[src/rtl/priority_scan_display.sv]
// priority_scan_display: registers a request vector, captures the index of its
// highest set bit, converts the index to decimal and scans it across DIGITS
// seven-segment digits. Segments and anodes are active-low, and leading zeros
// are blanked. While hold is high the captured index is frozen, but the display
// keeps scanning.
module priority_scan_display #(
    parameter int N_IN     = 16,
    parameter int DIGITS   = 2,
    parameter int SCAN_DIV = 50000,
    parameter int IDX_W    = $clog2(N_IN)
) (
    input  logic              clk,
    input  logic              rst_n,
    input  logic [N_IN-1:0]   x,
    input  logic              en,
    input  logic              hold,
    output logic [IDX_W-1:0]  idx,
    output logic              valid,
    output logic [6:0]        seg,
    output logic [DIGITS-1:0] an
);

    localparam int CNT_W = (SCAN_DIV > 1) ? $clog2(SCAN_DIV) : 1;
    localparam int PTR_W = (DIGITS > 1) ? $clog2(DIGITS) : 1;

    // Active-low {g,f,e,d,c,b,a} pattern for one decimal digit
    function automatic logic [6:0] seg_pattern(input logic [3:0] d);
        case (d)
            4'd0:    seg_pattern = 7'b1000000;
            4'd1:    seg_pattern = 7'b1111001;
            4'd2:    seg_pattern = 7'b0100100;
            4'd3:    seg_pattern = 7'b0110000;
            4'd4:    seg_pattern = 7'b0011001;
            4'd5:    seg_pattern = 7'b0010010;
            4'd6:    seg_pattern = 7'b0000010;
            4'd7:    seg_pattern = 7'b1111000;
            4'd8:    seg_pattern = 7'b0000000;
            4'd9:    seg_pattern = 7'b0010000;
            default: seg_pattern = 7'b1111111;
        endcase
    endfunction

    logic [IDX_W-1:0] top_idx;
    logic [CNT_W-1:0] scan_cnt;
    logic [PTR_W-1:0] ptr;
    logic             scan_wrap;
    logic [31:0]      idx_ext;
    logic [3:0]       digit_val  [DIGITS];
    logic             lead_blank [DIGITS];
    logic [3:0]       sel_val;
    logic             sel_lead;

    // Priority encoder: the highest set bit overrides lower bits (0 when x is zero)
    always_comb begin
        top_idx = '0;
        for (int i = 0; i < N_IN; i++) begin
            if (x[i]) top_idx = IDX_W'(i);
        end
    end

    // Capture stage: sample the index and valid unless frozen by hold
    always_ff @(posedge clk or negedge rst_n) begin
        if (!rst_n) begin
            idx   <= '0;
            valid <= 1'b0;
        end else if (!hold) begin
            idx   <= top_idx;
            valid <= |x;
        end
    end

    assign scan_wrap = (scan_cnt == CNT_W'(SCAN_DIV - 1));

    // Scan timer: each digit stays selected for SCAN_DIV cycles; the pointer wraps at DIGITS
    always_ff @(posedge clk or negedge rst_n) begin
        if (!rst_n) begin
            scan_cnt <= '0;
            ptr      <= '0;
        end else if (scan_wrap) begin
            scan_cnt <= '0;
            ptr      <= (ptr == PTR_W'(DIGITS - 1)) ? '0 : ptr + PTR_W'(1);
        end else begin
            scan_cnt <= scan_cnt + CNT_W'(1);
        end
    end

    // Decimal conversion by constant divide/modulo for each digit position
    assign idx_ext = 32'(idx);

    generate
        for (genvar gi = 0; gi < DIGITS; gi++) begin : g_digit
            localparam int POW = 10 ** gi;
            assign digit_val[gi]  = 4'((idx_ext / 32'(POW)) % 32'd10);
            assign lead_blank[gi] = (gi > 0) && (idx_ext < 32'(POW));
        end
    endgenerate

    // Select the digit value and blanking flag for the current scan pointer
    always_comb begin
        sel_val  = '0;
        sel_lead = 1'b0;
        for (int i = 0; i < DIGITS; i++) begin
            if (ptr == PTR_W'(i)) begin
                sel_val  = digit_val[i];
                sel_lead = lead_blank[i];
            end
        end
    end

    // Output register: the anode follows the pointer; segments blank on !en, !valid or a leading zero
    always_ff @(posedge clk or negedge rst_n) begin
        if (!rst_n) begin
            an  <= '1;
            seg <= 7'b1111111;
        end else begin
            an  <= ~(DIGITS'(1) << ptr);
            seg <= (!en || !valid || sel_lead) ? 7'b1111111 : seg_pattern(sel_val);
        end
    end

endmodule

[config.mk]
export PLATFORM = sky130hd
export DESIGN_NAME = priority_scan_display
export DESIGN_NICKNAME = d
export VERILOG_FILES = /design/src/rtl/priority_scan_display.sv
export SDC_FILE = /design/constraint.sdc
export NUM_CORES = 1
export LEC_CHECK = 0
export CORE_ASPECT_RATIO = 0.9
export CORE_MARGIN = 2
export CORE_UTILIZATION = 62
export DETAILED_ROUTE_END_ITERATION = 10
export DONT_BUFFER_PORTS = 1
export GPL_ROUTABILITY_DRIVEN = 0
export HOLD_SLACK_MARGIN = 0.08
export PLACE_DENSITY = 0.76
export SETUP_SLACK_MARGIN = 0.05
export SLEW_MARGIN = 20
export SYNTH_ARGS = -nofsm -noshare
export SYNTH_HDL_FRONTEND = slang
export SYNTH_SLANG_ARGS = --single-unit
[constraint.sdc]
create_clock -name clk -period 1.96 [get_ports clk]
set_input_delay 0.392 -clock clk [delete_from_list [all_inputs] [get_ports clk]]
set_output_delay 0.392 -clock clk [all_outputs]
set_load 0.02 [all_outputs]
==> key figures <==
Setup path
  – Critical path origin: idx[2]$_DFFE_PN0N_
  – Reg-to-Reg Start: idx[2]$_DFFE_PN0N_
  – Flop2flop setup slack: 0.15 ns
  – Crit path buffers/inverters: 1
  – Crit path cell chain: o21a_1 > mux2i_2 > inv_1 > ha_1 > a2111oi_2 > a21oi_1 > or2_1
  – Delay of the slowest cell on the worst path: 0.47 ns
  – End of the critical path: seg[6]$_DFF_PN1_
  – Critical path's top delay family: compound AO/OA/AOI/OAI gates
  – Setup CP Type: reg2reg
  – Worst path depth: 7
  – Crit-path max FO: 7
  – Req. time, crit path: 2.21 ns
  – Setup crit end kind: register
  – Cells on worst reg2reg path: 7
  – Critical path startpoint category: register
  – R2R Path End: seg[6]$_DFF_PN1_
  – Crit-path slowest cell: dfrtp_1
  – WP data arrival: 2.06 ns

Synth
  – Post-Synth XOR/XNOR Area: 6.83%
  – Largest family of logic cells by synthesized area: simple AND/OR/NAND/NOR gates
  – Post-synth cell types: 54
  – Cell area after synthesis: 1800 sq um
  – Syn_nets: 201
  – Mux cell area share after synthesis: 1.88%
  – Top_reg_cell synth: dfrtp_1
  – Mean Syn Cell Area: 10.3 sq um
  – Yosys Warn Count: 0
  – Post-Synth Simple-Gate Area: 22.9%
  – Sequential element share of the synthesized area: 43.8%
  – Number of synthesized flops with an enable pin: 0
  – Synthesized instance count: 174
  – Synth Register Bits: 31
  – Asr flop ratio synth: 100%
  – Synth Area in Adders: 4.88%
  – Synth Area in Compound Gates: 14.8%

Layout
  – Area of the multi-input gates: 923 sq um
  – Commonest non-fill, non-tap cell in the layout: dfrtp_1
  – Most frequent cells in the layout: dfrtp_1 (22), nor2_1 (18), nand2_1 (12)
  – Storage cell area: 787 sq um
  – Filler instances: 217
  – # diodes: 0
  – # nets final: 212
  – Share of layout cells above drive strength 1: 21.0%
  – Area Growth Syn to Fin: 7.53%

STA
  – # setup viols final: 0
  – Rel. slew slack: 75.4%
  – Post-route clock skew: 0.00632 ns
  – Slew @ Worst Pin: 0.368 ns
  – Final period utilization: 92.1%
  – RSZ-0062 raised after global routing: false
  – Minimum clock period: 1.81 ns
  – Final max-slew violation count: 0
  – Achievable frequency: 554 MHz
  – Setup TNS: 0 ns
  – Final WS setup: 0.155 ns
  – Hold Vio Cnt, Final: 0

Routing
  – DRT antenna net count: 0
  – DRC viols: 0
  – Final WL: 3220 microns
  – Drt pass-1 iters: 4
  – Via Count: 1,320
  – Avg Vias per Cell: 5.84
  – Per-cell routed wire length: 14.2 microns
  – First DRT Iteration DRCs: 60

Clocking
  – Clock sink count: 31
  – Post-CTS Setup Bufs: 0
  – Max Root-Sink Buffers: 2
  – CTS root buf: clkbuf_4
  – Clock Latency Late Sink: 0.33 ns
  – H-tree depth: 2
  – TritonCTS buffer count: 5
  – TritonCTS clock tree: built
  – Clock transition at path regs: 0.09 ns

Global routing
  – Vias in the first global route: 1,234
  – Largest net degree at the start of global routing: 32
  – Gr ovfl total: 0
  – Initial antenna violation count: 0
  – Total GRT Usage: 22.1%
  – First-pass GRT wire length: 5290 microns

Pwr
  – PwrDens: 632 nW/um^2
  – Leakage: 0.831 nW
  – Max IR drop VDD: 0.426 mV

Floorplanning
  – Core Box Area: 2750 sq um
  – Row cnt: 18
  – Chip width: 60.7 microns
  – Boundary Pins: 34
  – Initial Utilization: 65.3%
  – Die H: 55.1 microns
  – Die Area: 3340 sq um

Job
  – Max-cap violation count: 0

Min path
  – Worst min path class: in2reg

Placed design
  – DP Worst Slack: 0.126 ns
  – Final HPWL DP: 2460 microns
  – Port bufs: 0

Outcome
  – Status: complete, no violations
## cells by family (layout without fill, tap and decap cells)
family / Yosys count / in the layout
compound gates: 36 / 36
buf+inv: 15 / 27
xor+xnor: 14 / 14
flops: 31 / 31
simple gates: 68 / 68
fa+ha+maj: 7 / 7
mux: 3 / 3
## per-layer routing
metal	part of all wire [%]	up-vias	global-route usage (%)
met2	46	46	35.1
met1	47	622	28.6
met3	5.6	9	5.58
li1	-	643	-
met5	0	-	0
met4	2.2	0	9.78
## worst min path at each step
stage / startpoint / end / slack (ns) / cells after the start
2_1_floorplan: rst_n / idx[0]$_DFFE_PN0N_ / 0.1 / 0
3_3_place_gp: rst_n / scan_cnt[13]$_DFF_PN0_ / 0.1 / 0
3_5_place_dp: rst_n / scan_cnt[11]$_DFF_PN0_ / 0.1 / 0
4_1_cts: hold / valid$_DFFE_PN0N_ / 0.14 / 1
5_1_grt: hold / valid$_DFFE_PN0N_ / 0.13 / 1
6_report: hold / valid$_DFFE_PN0N_ / 0.14 / 1
## power breakdown
group          internal (W)  switching (W)  total (W)
registers          0.000679      0.0000400   0.000719
clock network      0.000139       0.000201   0.000340
logic             0.0000720      0.0000893   0.000161
total              0.000890       0.000330    0.00122
## Yosys cell counts (3+ instances only)
| cell type | count | area share [%] |
|---|---|---|
| inv_1 | 9 | 1.9 |
| dfstp_2 | 9 | 13 |
| nor2_1 | 18 | 3.8 |
| dfrtp_1 | 22 | 31 |
| a21oi_1 | 8 | 2.2 |
| o21ai_1 | 6 | 1.7 |
| nand2b_1 | 3 | 1.0 |
| ha_1 | 7 | 4.9 |
| xor2_1 | 5 | 2.4 |
| nand3_1 | 7 | 2.0 |
| buf_6 | 4 | 2.5 |
| xnor2_1 | 9 | 4.4 |
| nand2_1 | 12 | 2.5 |
| and4_1 | 3 | 1.5 |
## worst reg2reg max path: cells and delay by family, from the launching register on
kind | cells | cell delay (ns)
AO/OA/AOI/OAI | 3 | 0.58
adder cells (fa/ha/maj) | 1 | 0.23
buffers and inverters | 1 | 0.08
flip-flops | 1 | 0.47
multiplexers | 1 | 0.16
AND/OR/NAND/NOR | 1 | 0.22
## state kept, by name, indices dropped and copies added (netlist names)
| name | count |
|---|---|
| an | 2 |
| idx | 4 |
| ptr | 1 |
| scan_cnt | 16 |
| seg | 7 |
| valid | 1 |
## through the flow
stage                     hold slack (ns)  instance area (sq um)  total power, W  std cells  util [%]
after global routing                0.134                   1930         0.00129        226      70.3
after CTS                           0.136                   1930         0.00122        226      70.2
after detailed placement           0.0975                   1850        0.000871        216      67.3
after global placement             0.0974                   1850        0.000864        216      67.3
final                               0.143                   1930         0.00122        226      70.3
after floorplan                    0.0964                   1800        0.000849        174         -
## area by class of cell
cell class                      instances  area share, %
Tap cell                               40           2.59
Clock inverter                          1          0.259
Inverter                               10           1.94
Timing Repair Buffer                    9           4.28
Sequential cell                        31           40.8
Clock buffer                            7           2.33
Multi-Input combinational cell        128           47.8
## timing repair
item                                    in CTS  in global routing
hold buffers                                 2                  0
hold endpoints to repair                    31                  0
gates resized for setup                      0                  2
endpoints found under the setup margin       0                  5
Note: power is estimated with default switching activity, not from simulation.
